[config.mk]
export PLATFORM = sky130hd
export DESIGN_NAME = pipe_arbiter
export DESIGN_NICKNAME = d
export VERILOG_FILES = /design/src/rtl/pipe_arbiter.sv
export SDC_FILE = /design/constraint.sdc
export NUM_CORES = 1
export LEC_CHECK = 0
export BUFFER_PORTS_ARGS = -buffer_cell sky130_fd_sc_hd__buf_2
export CORE_ASPECT_RATIO = 1.2
export CORE_MARGIN = 4
export CORE_UTILIZATION = 31
export DETAILED_ROUTE_END_ITERATION = 10
export PLACE_DENSITY_LB_ADDON = 0.3
export REMOVE_ABC_BUFFERS = 1
export SYNTH_ARGS = -nofsm -noshare
export SYNTH_HDL_FRONTEND = slang
export SYNTH_SLANG_ARGS = --single-unit
[constraint.sdc]
create_clock -name clk_i -period 3.81 [get_ports clk_i]
set_clock_uncertainty 0.05 [all_clocks]
set_input_delay 0.381 -clock clk_i [delete_from_list [all_inputs] [get_ports clk_i]]
set_output_delay 0.381 -clock clk_i [all_outputs]
set_load 0.02 [all_outputs]
[src/rtl/pipe_arbiter.sv]
// rtl/pipe_arbiter.sv - round-robin arbiter feeding a fixed-latency shared delay pipeline
// Grants at most one requester per cycle; each payload returns to its owner exactly Depth cycles later.
module pipe_arbiter #(
    parameter int NumReq    = 4,
    parameter int DataWidth = 32,
    parameter int Depth     = 3
) (
    input  logic                                clk_i,
    input  logic                                rst_i,
    input  logic                                issue_en_i,
    input  logic                                flush_i,
    input  logic [NumReq-1:0]                   req_valid_i,
    input  logic [NumReq-1:0][DataWidth-1:0]    req_data_i,
    output logic [NumReq-1:0]                   req_ready_o,
    output logic [NumReq-1:0]                   resp_valid_o,
    output logic [DataWidth-1:0]                resp_data_o,
    output logic [$clog2(Depth+1)-1:0]          inflight_o,
    output logic                                busy_o
);

    localparam int TagW = $clog2(NumReq);
    localparam int CntW = $clog2(Depth+1);

    logic [TagW-1:0]      ptr_q, ptr_d;
    logic [CntW-1:0]      cnt_q, cnt_d;
    logic [Depth-1:0]     valid_q, valid_d;
    logic [TagW-1:0]      tag_q  [Depth];
    logic [DataWidth-1:0] data_q [Depth];

    logic                 found;
    logic                 grant_any;
    logic [TagW-1:0]      grant_idx;
    logic [TagW-1:0]      cand_idx;

    // Round-robin search: first valid requester at or above the pointer, wrapping.
    always_comb begin
        found     = 1'b0;
        grant_idx = '0;
        cand_idx  = '0;
        for (int k = 0; k < NumReq; k++) begin
            cand_idx = TagW'((int'(ptr_q) + k) % NumReq);
            if (!found && req_valid_i[cand_idx]) begin
                found     = 1'b1;
                grant_idx = cand_idx;
            end
        end
    end

    assign grant_any = found && issue_en_i && !flush_i && !rst_i;

    always_comb begin
        req_ready_o = '0;
        if (grant_any) begin
            req_ready_o[grant_idx] = 1'b1;
        end
    end

    always_comb begin
        ptr_d = ptr_q;
        if (grant_any) begin
            ptr_d = (grant_idx == TagW'(NumReq-1)) ? '0 : grant_idx + 1'b1;
        end
    end

    always_comb begin
        valid_d    = '0;
        valid_d[0] = grant_any;
        for (int i = 1; i < Depth; i++) begin
            valid_d[i] = valid_q[i-1];
        end
        if (flush_i) begin
            valid_d = '0;
        end
    end

    // Entering and leaving in the same cycle leaves the occupancy unchanged.
    always_comb begin
        cnt_d = cnt_q;
        if (flush_i) begin
            cnt_d = '0;
        end else if (grant_any && !valid_q[Depth-1]) begin
            cnt_d = cnt_q + 1'b1;
        end else if (!grant_any && valid_q[Depth-1]) begin
            cnt_d = cnt_q - 1'b1;
        end
    end

    always_ff @(posedge clk_i) begin
        if (rst_i) begin
            ptr_q   <= '0;
            cnt_q   <= '0;
            valid_q <= '0;
        end else begin
            ptr_q   <= ptr_d;
            cnt_q   <= cnt_d;
            valid_q <= valid_d;
        end
    end

    // Payload and tag carry no reset; the valid bits qualify them.
    always_ff @(posedge clk_i) begin
        tag_q[0]  <= grant_idx;
        data_q[0] <= req_data_i[grant_idx];
        for (int i = 1; i < Depth; i++) begin
            tag_q[i]  <= tag_q[i-1];
            data_q[i] <= data_q[i-1];
        end
    end

    always_comb begin
        resp_valid_o = '0;
        if (valid_q[Depth-1]) begin
            resp_valid_o[tag_q[Depth-1]] = 1'b1;
        end
    end

    assign resp_data_o = data_q[Depth-1];
    assign inflight_o  = cnt_q;
    assign busy_o      = |cnt_q;

    a_ready_onehot0: assert property (@(posedge clk_i) $onehot0(req_ready_o));
    a_ready_needs_valid: assert property (@(posedge clk_i) (req_ready_o & ~req_valid_i) == '0);
    a_cnt_bound: assert property (@(posedge clk_i) disable iff (rst_i) int'(cnt_q) <= Depth);

endmodule

# Yosys cells after proc, flatten, opt, wreduce, memory -nomap -nowiden
# Memory sizes are Yosys's and may differ from the RTL's.
# Cells that the tools add are included.
word_totals:
  register_bits: 7
  latch_bits: 0
  mem_bits_rw: 102
  romBits: 0
  elab_cells: 67
  mem_count: 2
classes:
  n_addsub: 6
  mul: 0
  n_div: 0
  n_lt_le_gt_ge: 8
  n_eq_ne: 1
  shift: 0
  mux: 27
  bitwise: 0
  reduce_logical: 20
mem_list:
  columns: ["memory", "words", "width", "rd", "rd_clocked_by_memory_dff", "write_ports", "line", "rtl"]
  rows:
  - ["data_q", 3, 32, 3, 0, 3, "28", "logic [DataWidth-1:0] data_q [Depth];"]
  - ["tag_q", 3, 2, 3, 0, 3, "27", "logic [TagW-1:0] tag_q [Depth];"]
op_table:
  columns: ["operator", "count"]
  rows:
  - ["32-bit binary-select mux with 2-bit select", 1]
  - ["32-bit two-way mux", 1]
  - ["2-bit by 3-bit < comparator with 1-bit output, second input constant", 6]
  - ["2-bit two-way mux", 7]
  - ["1-bit logical AND", 10]
  - ["1-bit two-way mux", 10]
  - ["1-bit binary-select mux with 2-bit select", 4]
  - ["4-bit two-way mux", 2]
  - ["1-bit zero test", 7]
  - ["2-bit by 1-bit adder with 2-bit output, second input constant", 3]
  - ["2-bit adder, second input constant", 2]
  - ["1-bit demux with 2-bit select", 2]
  - ["2-bit by 1-bit >= comparator with 1-bit output, second input constant", 2]
  - ["2-bit OR reduction", 2]
  - ["2-bit == test, second input constant", 1]
  - ["2-bit nonzero test", 1]
  - ["2-bit by 1-bit subtractor with 2-bit output, second input constant", 1]

# Logic depth before layout (Yosys ltp)
# Gate-level depths: netlist of the first run.
logic_depth:
  depth_word: 19
  ltp_mapped: 9

# Worst setup path after synthesis of the first run
# OpenSTA, ideal clock, no wires.
synth_timing:
  path_type: "input to output"
  start: "in req_valid_i[0]"
  end: "out req_ready_o[0]"
  arrival_ns: 1.598
  path_slack_ns: 1.781
  stages: 9
  path_buffers: 2
  cell_sequence: "and2b_1 a21oi_2 o22ai_1 a21oi_1 buf_4 buf_4 inv_2 ha_1 and2_1"
synth_between:
  elab_chain_len: 17
  elab_cells_between_ends: 31
  classes_between: "order compare (2); mux (19); reduce/logical (10)"
synth_rtl:
  columns: ["item", "line", "rtl"]
  rows:
  - ["start, declared", "12", "input logic [NumReq-1:0] req_valid_i,"]
  - ["1-bit binary-select mux with 2-bit select", "42", "if (!found && req_valid_i[cand_idx]) begin"]
  - ["1-bit two-way mux (not written as such)", "42", null]
  - ["1-bit two-way mux", "42", null]
  - ["1-bit zero test", "42", null]
  - ["1-bit logical AND", "42", null]
  - ["1-bit two-way mux", "42", null]
  - ["1-bit zero test", "42", null]
  - ["1-bit logical AND", "42", null]
  - ["[2 not listed]", null, null]
  - ["1-bit logical AND", "42", null]
  - ["2-bit two-way mux (*)", "42", null]
  - ["named net grant_idx[0]", "32", "logic [TagW-1:0] grant_idx;"]
  - ["2-bit by 3-bit < comparator with 1-bit output (not written as such) or 2-bit by 1-bit >= comparator with 1-bit output (tied branches)", "54", "req_ready_o[grant_idx] = 1'b1;"]
  - ["1-bit logical AND (not written as such)", "54", null]
  - ["1-bit two-way mux (not written as such)", "54", null]
  - ["1-bit demux with 2-bit select (*)", "54", null]
  - ["4-bit two-way mux (*)", "53", "if (grant_any) begin"]
  - ["end, declared", "14", "output logic [NumReq-1:0] req_ready_o,"]
# The timed path passes the listed nets; every way through them passes the cells marked *. The select of a mux whose other input is x is not followed.

# Worst setup path in the final report of the first run
layout_timing:
  start: "reg ptr_q[0]"
  end: "out req_ready_o[2]"
layout_between:
  elab_chain_len: 17
  elab_cells_between_ends: 34
  classes_between: "add/sub (3); order compare (2); mux (19); reduce/logical (10)"
layout_rtl:
  columns: ["item", "line", "rtl"]
  rows:
  - ["start, declared", "24", "logic [TagW-1:0] ptr_q, ptr_d;"]
  - ["start signal, assigned", "94", "ptr_q <= ptr_d;"]
  - ["branches (longest 16 deep; another with 2-bit by 3-bit < comparator with 1-bit output)", null, null]
  - ["4-bit two-way mux (*)", "53", null]
# Mark *: on every way between the ends. The select of a mux whose other input is x is not followed.

==> results.txt, run 1 <==
----------------------------------------------------
[Global route]
  GRT Util Overall ... 9.81%
  Pin count of the biggest net entering global routing ... 41
  Number of global-route vias before repair ... 2401
  Wire length of the first global-routing pass ... 10700 um
  Initial antenna violation count ... 0
  Global-route congestion overflow total ... 0

[Routing]
  Detailed-route vias per instance ... 4.00
  Detailed Route WL ... 7120 um
  Number of DRC markers in iteration 0 ... 52
  Length of the first detailed-routing pass in iterations ... 3
  Remaining number of nets flagged by the antenna check after routing ... 0
  Average wire per cell in the routed design ... 11.6 um
  Vias after detailed routing ... 2447
  Remaining routing DRC violations ... 0

[Synthesis]
  Yosys warnings ... 0
  Syn Area/Cell ... 12.9 um^2
  Share of the yosys chip area belonging to registers ... 56.8%
  Flip-flop and latch count after synthesis ... 109
  Post-Syn Area ... 3840 um^2
  Number of distinct library cells after synthesis ... 27
  Count of mapped cells out of synthesis ... 298

[Setup path]
  Worst reg-to-reg path cell count ... 7
  Setup crit end kind ... output port
  Setup Crit Path Kind ... register to output port
  Maximum fanout count along the critical path ... 20
  Worst endpoint required time ... 3380 ps
  Startpoint type of the worst setup path ... register
  Arrival time reported for the critical path endpoint ... 2150 ps

[Clocking]
  CTS buffer count ... 9
  Htree depth ... 3
  Clock tree from TritonCTS ... done
  Post-CTS clock slew at the launch and capture registers of the worst setup and hold paths ... 60 ps
  Number of gates given a new drive strength after cts ... 0
  Clock tree buffer depth ... 2
  Quantity of hold-fixing buffers added after cts ... 0
  Clock insertion delay at the later pin of the skew report ... 330 ps
  Clock tree sinks ... 109
  Post-CTS Setup Repair Bufs ... 0
  Library cell used as clock root buffer ... sky130_fd_sc_hd__clkbuf_16

[Floorplan]
  Placeable core region ... 12100 um^2
  Initial core utilization ... 31.7%
  Number of placed I/O pins ... 179
  Die width ... 110 um
  Die Y-Extent ... 130 um
  Total die area ... 14200 um^2
  Count of standard-cell rows ... 44

[Placed design]
  Count of port buffers added during placement ... 178
  DP Wirelength ... 5600 um
  Cell count after placement ... 597
  RD Place Congestion ... 0.679

[Power]
  Static power due to leakage ... 2.35 nW
  Power per cell area ... 556 nW/um^2
  Worst vdd rail ir drop ... 228 uV

[Finish]
  Layout filler cell count ... 1216
  Post-Layout Cell Count ... 612
  Fraction of final layout cells with drive strength greater than 1 ... 44.6%
  Final antenna diode count ... 0
  Total number of nets in the final design ... 588
  Synthesis-to-finish area growth ... 27.0%

[STA]
  Transition time of the tightest slew-check pin ... 637 ps
  Relative slew slack ... 57.6%
  Unrepaired setup endpoints after global routing ... no
  Final worst path period share ... 67.9%
  Fmax ... 0.387 GHz
  Final hold violation count ... 0
  Count of final max-slew check failures ... 0
  Final setup violation count ... 0
  Hold Worst Slack ... 195 ps
  Final critical path time including I/O delays and setup ... 2590 ps

[Run status]
  Status ... completed

[Run]
  Max-Cap Viols ... 0

[Worst hold path]
  Type of the most critical hold path ... input port to register
  Hold Path Depth ... 2

----------------------------------------------------
area by class of cell:
cell class | instances | area (um^2) | share of cell area, %
sequential | 109 | 2180 | 44.7
multi-input combinational | 138 | 1260 | 25.8
timing repair buffer | 182 | 921 | 18.9
clock buffer | 12 | 246 | 5.05
tap | 161 | 201 | 4.13
clock inverter | 3 | 46.3 | 0.948
inverter | 7 | 26.3 | 0.538
layer usage:
metal / vias up / part of all wire (%) / wire [um] / global-route usage (%)
li1: 1271 / - / - / -
met1: 1077 / 38 / 2720 / 10.7
met2: 89 / 52 / 3690 / 16.8
met3: 10 / 7.5 / 537 / 2.57
met4: 0 / 2.5 / 181 / 6.16
met5: - / 0 / 0 / 0
report_power, final:
| part | internal, mW | leakage [nW] | total [mW] | switching (mW) |
|---|---|---|---|---|
| Combinational | 0.200 | 1.29 | 0.440 | 0.240 |
| Sequential | 1.33 | 0.917 | 1.38 | 0.0425 |
| Clock | 0.525 | 0.139 | 0.895 | 0.370 |
stage by stage:
stage | power, mW | cell area [um^2] | util, % | TNS, ps | worst slack [ps]
finish | 2.71 | 4880 | 40.3 | 0 | 1220
global route | 2.85 | 4880 | 40.3 | 0 | 1030
CTS | 2.77 | 4880 | 40.3 | 0 | 1170
detailed placement | 1.86 | 4590 | 37.9 | 0 | 1430
global placement | 1.84 | 4590 | 37.9 | 0 | 1500
floorplan | 1.68 | 3450 | - | -1670 | -422
registers in the layout, summed over array words and instances, names as in the netlist:
name,flops
tag_q,6
inflight_o,2
valid_q,3
ptr_q,2
data_q,96
final timing paths:
kind	startpoint	end	slack (ps)
min	flush_i	inflight_o[1]$_SDFFE_PP0P_	200
min reg2reg	tag_q[0][1]$_DFF_P_	tag_q[0][3]$_DFF_P_	270
max	ptr_q[0]$_SDFFE_PP0P_	req_ready_o[2]	1220
max reg2reg	ptr_q[0]$_SDFFE_PP0P_	data_q[0][5]$_DFF_P_	1740
cell families after synthesis:
| family | count (synthesis) | share of synthesized area [%] |
|---|---|---|
| flops | 109 | 56.8 |
| mux | 96 | 25.0 |
| buf+inv | 51 | 11.0 |
| simple gates | 24 | 3.22 |
| compound gates | 10 | 1.66 |
| fa+ha+maj | 5 | 1.63 |
| xor+xnor | 3 | 0.684 |
layout by cell type, fill, tap and decap left out, types with 2 or more instances in the layout:
master / n
sky130_fd_sc_hd__a21oi_1: 2
sky130_fd_sc_hd__and2_1: 6
sky130_fd_sc_hd__buf_2: 178
sky130_fd_sc_hd__buf_4: 4
sky130_fd_sc_hd__clkbuf_1: 2
sky130_fd_sc_hd__clkbuf_16: 9
sky130_fd_sc_hd__dfxtp_1: 109
sky130_fd_sc_hd__ha_1: 5
sky130_fd_sc_hd__inv_1: 5
sky130_fd_sc_hd__inv_2: 2
sky130_fd_sc_hd__mux2i_1: 96
sky130_fd_sc_hd__nand2_1: 4
sky130_fd_sc_hd__nor2_1: 6
sky130_fd_sc_hd__nor3_1: 3
sky130_fd_sc_hd__o22ai_1: 2
sky130_fd_sc_hd__xor2_1: 2
Yosys cell counts:
master                     number  area share (%)
sky130_fd_sc_hd__a21o_1         1            0.20
sky130_fd_sc_hd__a21oi_1        3            0.39
sky130_fd_sc_hd__a21oi_2        1            0.23
sky130_fd_sc_hd__a31oi_1        1            0.16
sky130_fd_sc_hd__and2_1         6            0.98
sky130_fd_sc_hd__and2b_1        1            0.20
sky130_fd_sc_hd__and3_1         1            0.16
sky130_fd_sc_hd__buf_12         5             2.6
sky130_fd_sc_hd__buf_4         34             6.6
sky130_fd_sc_hd__buf_6          1            0.29
sky130_fd_sc_hd__clkbuf_4       4            0.78
sky130_fd_sc_hd__dfxtp_1      109              57
sky130_fd_sc_hd__ha_1           5             1.6
sky130_fd_sc_hd__inv_1          5            0.49
sky130_fd_sc_hd__inv_2          2            0.20
sky130_fd_sc_hd__mux2i_1       96              25
sky130_fd_sc_hd__nand2_1        4            0.39
sky130_fd_sc_hd__nor2_1         6            0.59
sky130_fd_sc_hd__nor3_1         3            0.39
sky130_fd_sc_hd__nor3b_1        1            0.20
sky130_fd_sc_hd__nor4_1         1            0.16
sky130_fd_sc_hd__o21ai_1        1            0.13
sky130_fd_sc_hd__o22a_1         1            0.23
sky130_fd_sc_hd__o22ai_1        2            0.33
sky130_fd_sc_hd__or2_2          1            0.16
sky130_fd_sc_hd__xnor2_1        1            0.23
sky130_fd_sc_hd__xor2_1         2            0.46
worst max-delay path, cell delays in order (launching register included):
cell	delay [ps]
sky130_fd_sc_hd__dfxtp_1	360
sky130_fd_sc_hd__and2b_1	210
sky130_fd_sc_hd__a21oi_2	110
sky130_fd_sc_hd__o22ai_1	130
sky130_fd_sc_hd__a21oi_4	130
sky130_fd_sc_hd__buf_4	320
sky130_fd_sc_hd__inv_2	70
sky130_fd_sc_hd__ha_1	190
sky130_fd_sc_hd__and2_1	130
sky130_fd_sc_hd__buf_2	150
Power figures use the tool's default switching activity.
==> run 2: changes to the inputs <==
==> constraint.sdc (replaced) <==
create_clock -name clk_i -period 2.49 [get_ports clk_i]
set_clock_uncertainty 0.05 [all_clocks]
set_input_delay 0.249 -clock clk_i [delete_from_list [all_inputs] [get_ports clk_i]]
set_output_delay 0.249 -clock clk_i [all_outputs]
set_load 0.02 [all_outputs]
==> run 2 against run 1 <==
Flip-flop and latch count did not move. Total power up 58%. Combinational power increased by 53%. Die area unchanged. Cell count rose by 0.16%. Clock power grew 68%. Wire length is 2.1% lower. Highest routed layer unchanged.
==> results.txt, run 2 (synthesis gave the netlist of run 1 again) <==
----------------------------------------------------
[Clocking]
  Clock tree from TritonCTS ... done
  Clock tree buffer depth ... 2
  Library cell used as clock root buffer ... sky130_fd_sc_hd__clkbuf_16
  Clock insertion delay at the later pin of the skew report ... 330 ps
  Post-CTS clock slew at the launch and capture registers of the worst setup and hold paths ... 70 ps
  Clock tree sinks ... 109
  Htree depth ... 3
  CTS buffer count ... 9
  Quantity of hold-fixing buffers added after cts ... 0
  Post-CTS Setup Repair Bufs ... 0
  Number of gates given a new drive strength after cts ... 0

[Placed design]
  Cell count after placement ... 597
  Count of port buffers added during placement ... 178
  RD Place Congestion ... 0.680
  Placed instance area ... 4600 um^2
  DP Wirelength ... 5520 um
  Post-Place Worst Slack ... 494 ps

[STA]
  Final setup violation count ... 0
  Final critical path time including I/O delays and setup ... 2270 ps
  Final worst path period share ... 91.2%
  Slack of the critical path ... 219 ps
  Final hold violation count ... 0
  Transition time of the tightest slew-check pin ... 452 ps
  Unrepaired setup endpoints after global routing ... no
  Fmax ... 0.440 GHz
  Relative slew slack ... 69.6%
  Count of final max-slew check failures ... 0
  Hold Worst Slack ... 64.2 ps
  Post-route setup TNS ... 0 ps

[Floorplan]
  Die Y-Extent ... 130 um
  Number of placed I/O pins ... 179
  Die width ... 110 um
  Count of standard-cell rows ... 44
  Placeable core region ... 12100 um^2
  Initial core utilization ... 31.7%
  Total die area ... 14200 um^2

[Routing]
  Vias after detailed routing ... 2468
  Remaining number of nets flagged by the antenna check after routing ... 0
  Length of the first detailed-routing pass in iterations ... 4
  Average wire per cell in the routed design ... 11.4 um
  Detailed-route vias per instance ... 4.03
  Number of DRC markers in iteration 0 ... 54
  Detailed Route WL ... 6970 um
  Remaining routing DRC violations ... 0

[Setup path]
  Worst endpoint required time ... 2190 ps
  CP Buf/Inv Count ... 2
  Sequence of cells on the critical path ... a21o_1 -> a21oi_1 -> o22a_4 -> inv_2 -> ha_1 -> and2_1 -> buf_2
  Cell type of the slowest stage on the worst timing path ... sky130_fd_sc_hd__o22a_4
  Setup crit end kind ... output port
  CP peak stage delay ... 390 ps
  Category of cells accounting for the largest share of critical-path delay ... compound AO/OA/AOI/OAI gates
  Arrival time reported for the critical path endpoint ... 1970 ps
  Startpoint type of the worst setup path ... register
  Maximum fanout count along the critical path ... 20
  Setup Crit Path Kind ... register to output port

[Finish]
  Fraction of final layout cells with drive strength greater than 1 ... 44.9%
  Largest register FFs ... 96
  Register Area ... 2180 um^2
  Final antenna diode count ... 0
  Final Cell Area ... 4930 um^2
  Synthesis-to-finish area growth ... 28.2%
  Most common cell after layout, fill and taps aside ... sky130_fd_sc_hd__buf_2
  Final standard cell utilization of the core ... 40.7%
  Biggest register ... data_q
  Biggest registers after layout ... data_q x96, tag_q x6, valid_q x3
  Total number of nets in the final design ... 588
  Most used cells in the layout excluding fill and tap cells ... sky130_fd_sc_hd__buf_2, sky130_fd_sc_hd__dfxtp_1, sky130_fd_sc_hd__mux2i_1
  Area of the multi-input gates ... 1260 um^2
  Post-Layout Cell Count ... 613
  Layout filler cell count ... 1199

[Global route]
  Global-route congestion overflow total ... 0
  GRT Util Overall ... 9.82%
  Number of global-route vias before repair ... 2508
  GRT Max-Usage Layer ... met2
  Global Route met3 Usage ... 3.07%
  Pin count of the biggest net entering global routing ... 37
  Initial antenna violation count ... 0
  Wire length of the first global-routing pass ... 10700 um
  Fraction of met2 tracks used by global routing ... 17.5%
  M1 GR Usage ... 9.58%

[Power]
  Power per cell area ... 868 nW/um^2
  Static power due to leakage ... 2.37 nW
  Worst vdd rail ir drop ... 435 uV
  Overall power after layout ... 4.28 mW

[Worst hold path]
  Type of the most critical hold path ... input port to register

[Run]
  Max-Cap Viols ... 0

[Run status]
  Status ... completed

----------------------------------------------------
## run 2: cell types whose count changed in the layout (fill, tap and decap cells not counted), sizes merged
cell	before	now
clkinv	1	2
inv	7	8
bufinv	1	2
clkbuf	12	11
clkinvlp	1	0
## run 2: area by class of cell
cell class	instances	area share (%)
multi-input combinational	138	25.5
inverter	7	0.533
timing repair buffer	182	18.9
tap	161	4.09
clock inverter	5	1.68
sequential	109	44.3
clock buffer	11	4.93
## run 2: power breakdown
group	leakage, nW	internal (mW)	switching [mW]
combinational	1.29	0.310	0.364
clock	0.160	0.912	0.585
sequential	0.917	2.04	0.0660
total	2.37	3.26	1.02
## run 2: worst paths after layout
path                         start                          to  slack, ps  depth (start not counted)
max          ptr_q[1]$_SDFFE_PP0P_              req_ready_o[0]        220                          7
min                        flush_i  inflight_o[1]$_SDFFE_PP0P_         60                          2
max reg2reg  ptr_q[1]$_SDFFE_PP0P_       data_q[0][11]$_DFF_P_        540                          6
min reg2reg  data_q[0][46]$_DFF_P_       data_q[0][78]$_DFF_P_        270                          0
## run 2: routing by layer
metal / vias up / routed length (um)
li1: 1273 / -
met1: 1088 / 2500
met2: 94 / 3650
met3: 13 / 604
met4: 0 / 206
met5: - / 0
==> run 3: changes to the inputs <==
--- a/config.mk
+++ b/config.mk
@@ -8,7 +8,7 @@
 export BUFFER_PORTS_ARGS = -buffer_cell sky130_fd_sc_hd__buf_2
 export CORE_ASPECT_RATIO = 1.2
 export CORE_MARGIN = 4
-export CORE_UTILIZATION = 31
+export CORE_UTILIZATION = 33
 export DETAILED_ROUTE_END_ITERATION = 10
 export PLACE_DENSITY_LB_ADDON = 0.3
 export REMOVE_ABC_BUFFERS = 1
==> run 3 against run 2 <==
Die area shrank 5.7%. Clock power down 9%. Count of clock-buffer cells in the layout stayed put. Largest power group unchanged. Cell count decreased by 1.1%. Setup slack improved by 59 ps. Sequential power barely moved. Register-to-register slack improved by 30 ps. Utilization increased by 3.0 points. Wire length rose by 0.43%. Non-clock buffer count is the same. Final area is 0.76% lower.
==> results.txt, run 3 (synthesis gave the netlist of run 1 again) <==
----------------------------------------------------
[Run status]
  Status ... completed

[Routing]
  Length of the first detailed-routing pass in iterations ... 2
  Detailed Route WL ... 7000 um
  Remaining routing DRC violations ... 0
  Remaining number of nets flagged by the antenna check after routing ... 0
  Detailed-route vias per instance ... 4.06
  Vias after detailed routing ... 2461
  Number of DRC markers in iteration 0 ... 65
  Average wire per cell in the routed design ... 11.5 um

[Placed design]
  Post-Place Worst Slack ... 543 ps
  Placed instance area ... 4590 um^2
  DP Wirelength ... 5560 um
  Count of port buffers added during placement ... 178
  RD Place Congestion ... 0.719
  Cell count after placement ... 590

[Power]
  Power per cell area ... 846 nW/um^2
  Overall power after layout ... 4.14 mW
  Static power due to leakage ... 2.35 nW
  Worst vdd rail ir drop ... 304 uV

[Clocking]
  Quantity of hold-fixing buffers added after cts ... 0
  Post-CTS Setup Repair Bufs ... 0
  Clock tree sinks ... 109
  Library cell used as clock root buffer ... sky130_fd_sc_hd__clkbuf_16
  Clock insertion delay at the later pin of the skew report ... 340 ps
  Number of gates given a new drive strength after cts ... 0
  Htree depth ... 3
  CTS buffer count ... 9
  Post-CTS clock slew at the launch and capture registers of the worst setup and hold paths ... 70 ps
  Clock tree buffer depth ... 2
  Clock tree from TritonCTS ... done

[Setup path]
  CP Buf/Inv Count ... 2
  Cell type of the slowest stage on the worst timing path ... sky130_fd_sc_hd__dfxtp_1
  Worst reg-to-reg path cell count ... 6
  Setup crit end kind ... output port
  Worst endpoint required time ... 2190 ps
  Maximum fanout count along the critical path ... 6
  Startpoint type of the worst setup path ... register
  CP peak stage delay ... 370 ps
  Category of cells accounting for the largest share of critical-path delay ... compound AO/OA/AOI/OAI gates
  Sequence of cells on the critical path ... and2b_1 -> a21oi_2 -> o22ai_1 -> a21oi_4 -> inv_2 -> ha_1 -> and2_1 -> buf_2
  Setup Crit Path Kind ... register to output port
  Arrival time reported for the critical path endpoint ... 1910 ps
  Total number of cells along the worst setup path ... 8

[STA]
  Slack of the critical path ... 279 ps
  Transition time of the tightest slew-check pin ... 389 ps
  Fmax ... 0.452 GHz
  Unrepaired setup endpoints after global routing ... no
  Final hold violation count ... 0
  Final worst path period share ... 88.8%
  Count of final max-slew check failures ... 0
  Hold Worst Slack ... 52.7 ps
  Relative slew slack ... 74.0%
  Final critical path time including I/O delays and setup ... 2210 ps
  Final setup violation count ... 0

[Global route]
  Initial antenna violation count ... 0
  Global-route congestion overflow total ... 0
  Pin count of the biggest net entering global routing ... 37
  Number of global-route vias before repair ... 2414
  Wire length of the first global-routing pass ... 10600 um
  GRT Util Overall ... 10.1%

[Run]
  Max-Cap Viols ... 0

[Floorplan]
  Number of placed I/O pins ... 179
  Total die area ... 13400 um^2
  Count of standard-cell rows ... 42
  Initial core utilization ... 34.3%
  Die Y-Extent ... 126 um
  Placeable core region ... 11200 um^2
  Die width ... 107 um

[Finish]
  Fraction of final layout cells with drive strength greater than 1 ... 45.1%
  Synthesis-to-finish area growth ... 27.2%
  Final Cell Area ... 4890 um^2
  Most used cells in the layout excluding fill and tap cells ... sky130_fd_sc_hd__buf_2, sky130_fd_sc_hd__dfxtp_1, sky130_fd_sc_hd__mux2i_1
  Biggest register ... data_q
  Largest register FFs ... 96
  Biggest registers after layout ... data_q x96, tag_q x6, valid_q x3
  Post-Layout Cell Count ... 606
  Total number of nets in the final design ... 588
  Most common cell after layout, fill and taps aside ... sky130_fd_sc_hd__buf_2
  Final antenna diode count ... 0

[Worst hold path]
  Type of the most critical hold path ... input port to register
  Hold Path Depth ... 2

----------------------------------------------------
[run 3: cell count changes in the layout (fill, tap and decap cells not counted)]
cell and delta:
sky130_fd_sc_hd__clkinvlp_4 +2, sky130_fd_sc_hd__clkbuf_1 -1, sky130_fd_sc_hd__clkinv_4 +1, sky130_fd_sc_hd__clkbuf_8 +1
sky130_fd_sc_hd__clkinv_2 -1, sky130_fd_sc_hd__inv_8 +1, sky130_fd_sc_hd__inv_6 -1, sky130_fd_sc_hd__bufinv_16 -2
[run 3: final timing paths]
path | to | start | slack, ps
worst max-delay path | req_ready_o[2] | ptr_q[0]$_SDFFE_PP0P_ | 280
worst min register to register | data_q[0][63]$_DFF_P_ | data_q[0][31]$_DFF_P_ | 280
worst min-delay path | inflight_o[1]$_SDFFE_PP0P_ | flush_i | 50
worst max register to register | data_q[0][29]$_DFF_P_ | ptr_q[1]$_SDFFE_PP0P_ | 570
[run 3: through the flow]
stage               util [%]  setup TNS (ps)
global route            43.7               0
floorplan                  -          -47400
CTS                     43.7               0
global placement        41.0               0
finish                  43.7               0
detailed placement      41.0               0
[run 3: area by class of cell]
| class | count | area, um^2 |
|---|---|---|
| inverters | 7 | 26.3 |
| clock buffers | 11 | 253 |
| flip-flops and latches | 109 | 2180 |
| repair buffers | 182 | 933 |
| fillers | 1078 | 6300 |
| multi-input cells | 138 | 1260 |
| well taps | 154 | 193 |
| clock inverters | 5 | 43.8 |
[run 3: where the power goes]
part           internal, mW  total (mW)  switching, mW
logic                 0.311       0.679          0.368
registers              2.04        2.10         0.0630
clock network         0.743        1.36          0.613
[run 3: worst reg2reg max path, stage by stage, from the launching register on]
cell and delay (ps):
sky130_fd_sc_hd__dfxtp_1 380, sky130_fd_sc_hd__a21o_1 180, sky130_fd_sc_hd__a21oi_1 170, sky130_fd_sc_hd__o22a_4 290
sky130_fd_sc_hd__buf_4 380, sky130_fd_sc_hd__mux2i_1 260, sky130_fd_sc_hd__mux2i_1 90
[run 3: routing by layer]
| layer | vias to the layer above | track usage (%) | part of all wire, % |
|---|---|---|---|
| met5 | - | 0 | 0 |
| met2 | 107 | 17.1 | 48 |
| li1 | 1272 | - | - |
| met4 | 0 | 4.74 | 1.5 |
| met3 | 9 | 3.99 | 10 |
| met1 | 1073 | 11.0 | 40 |
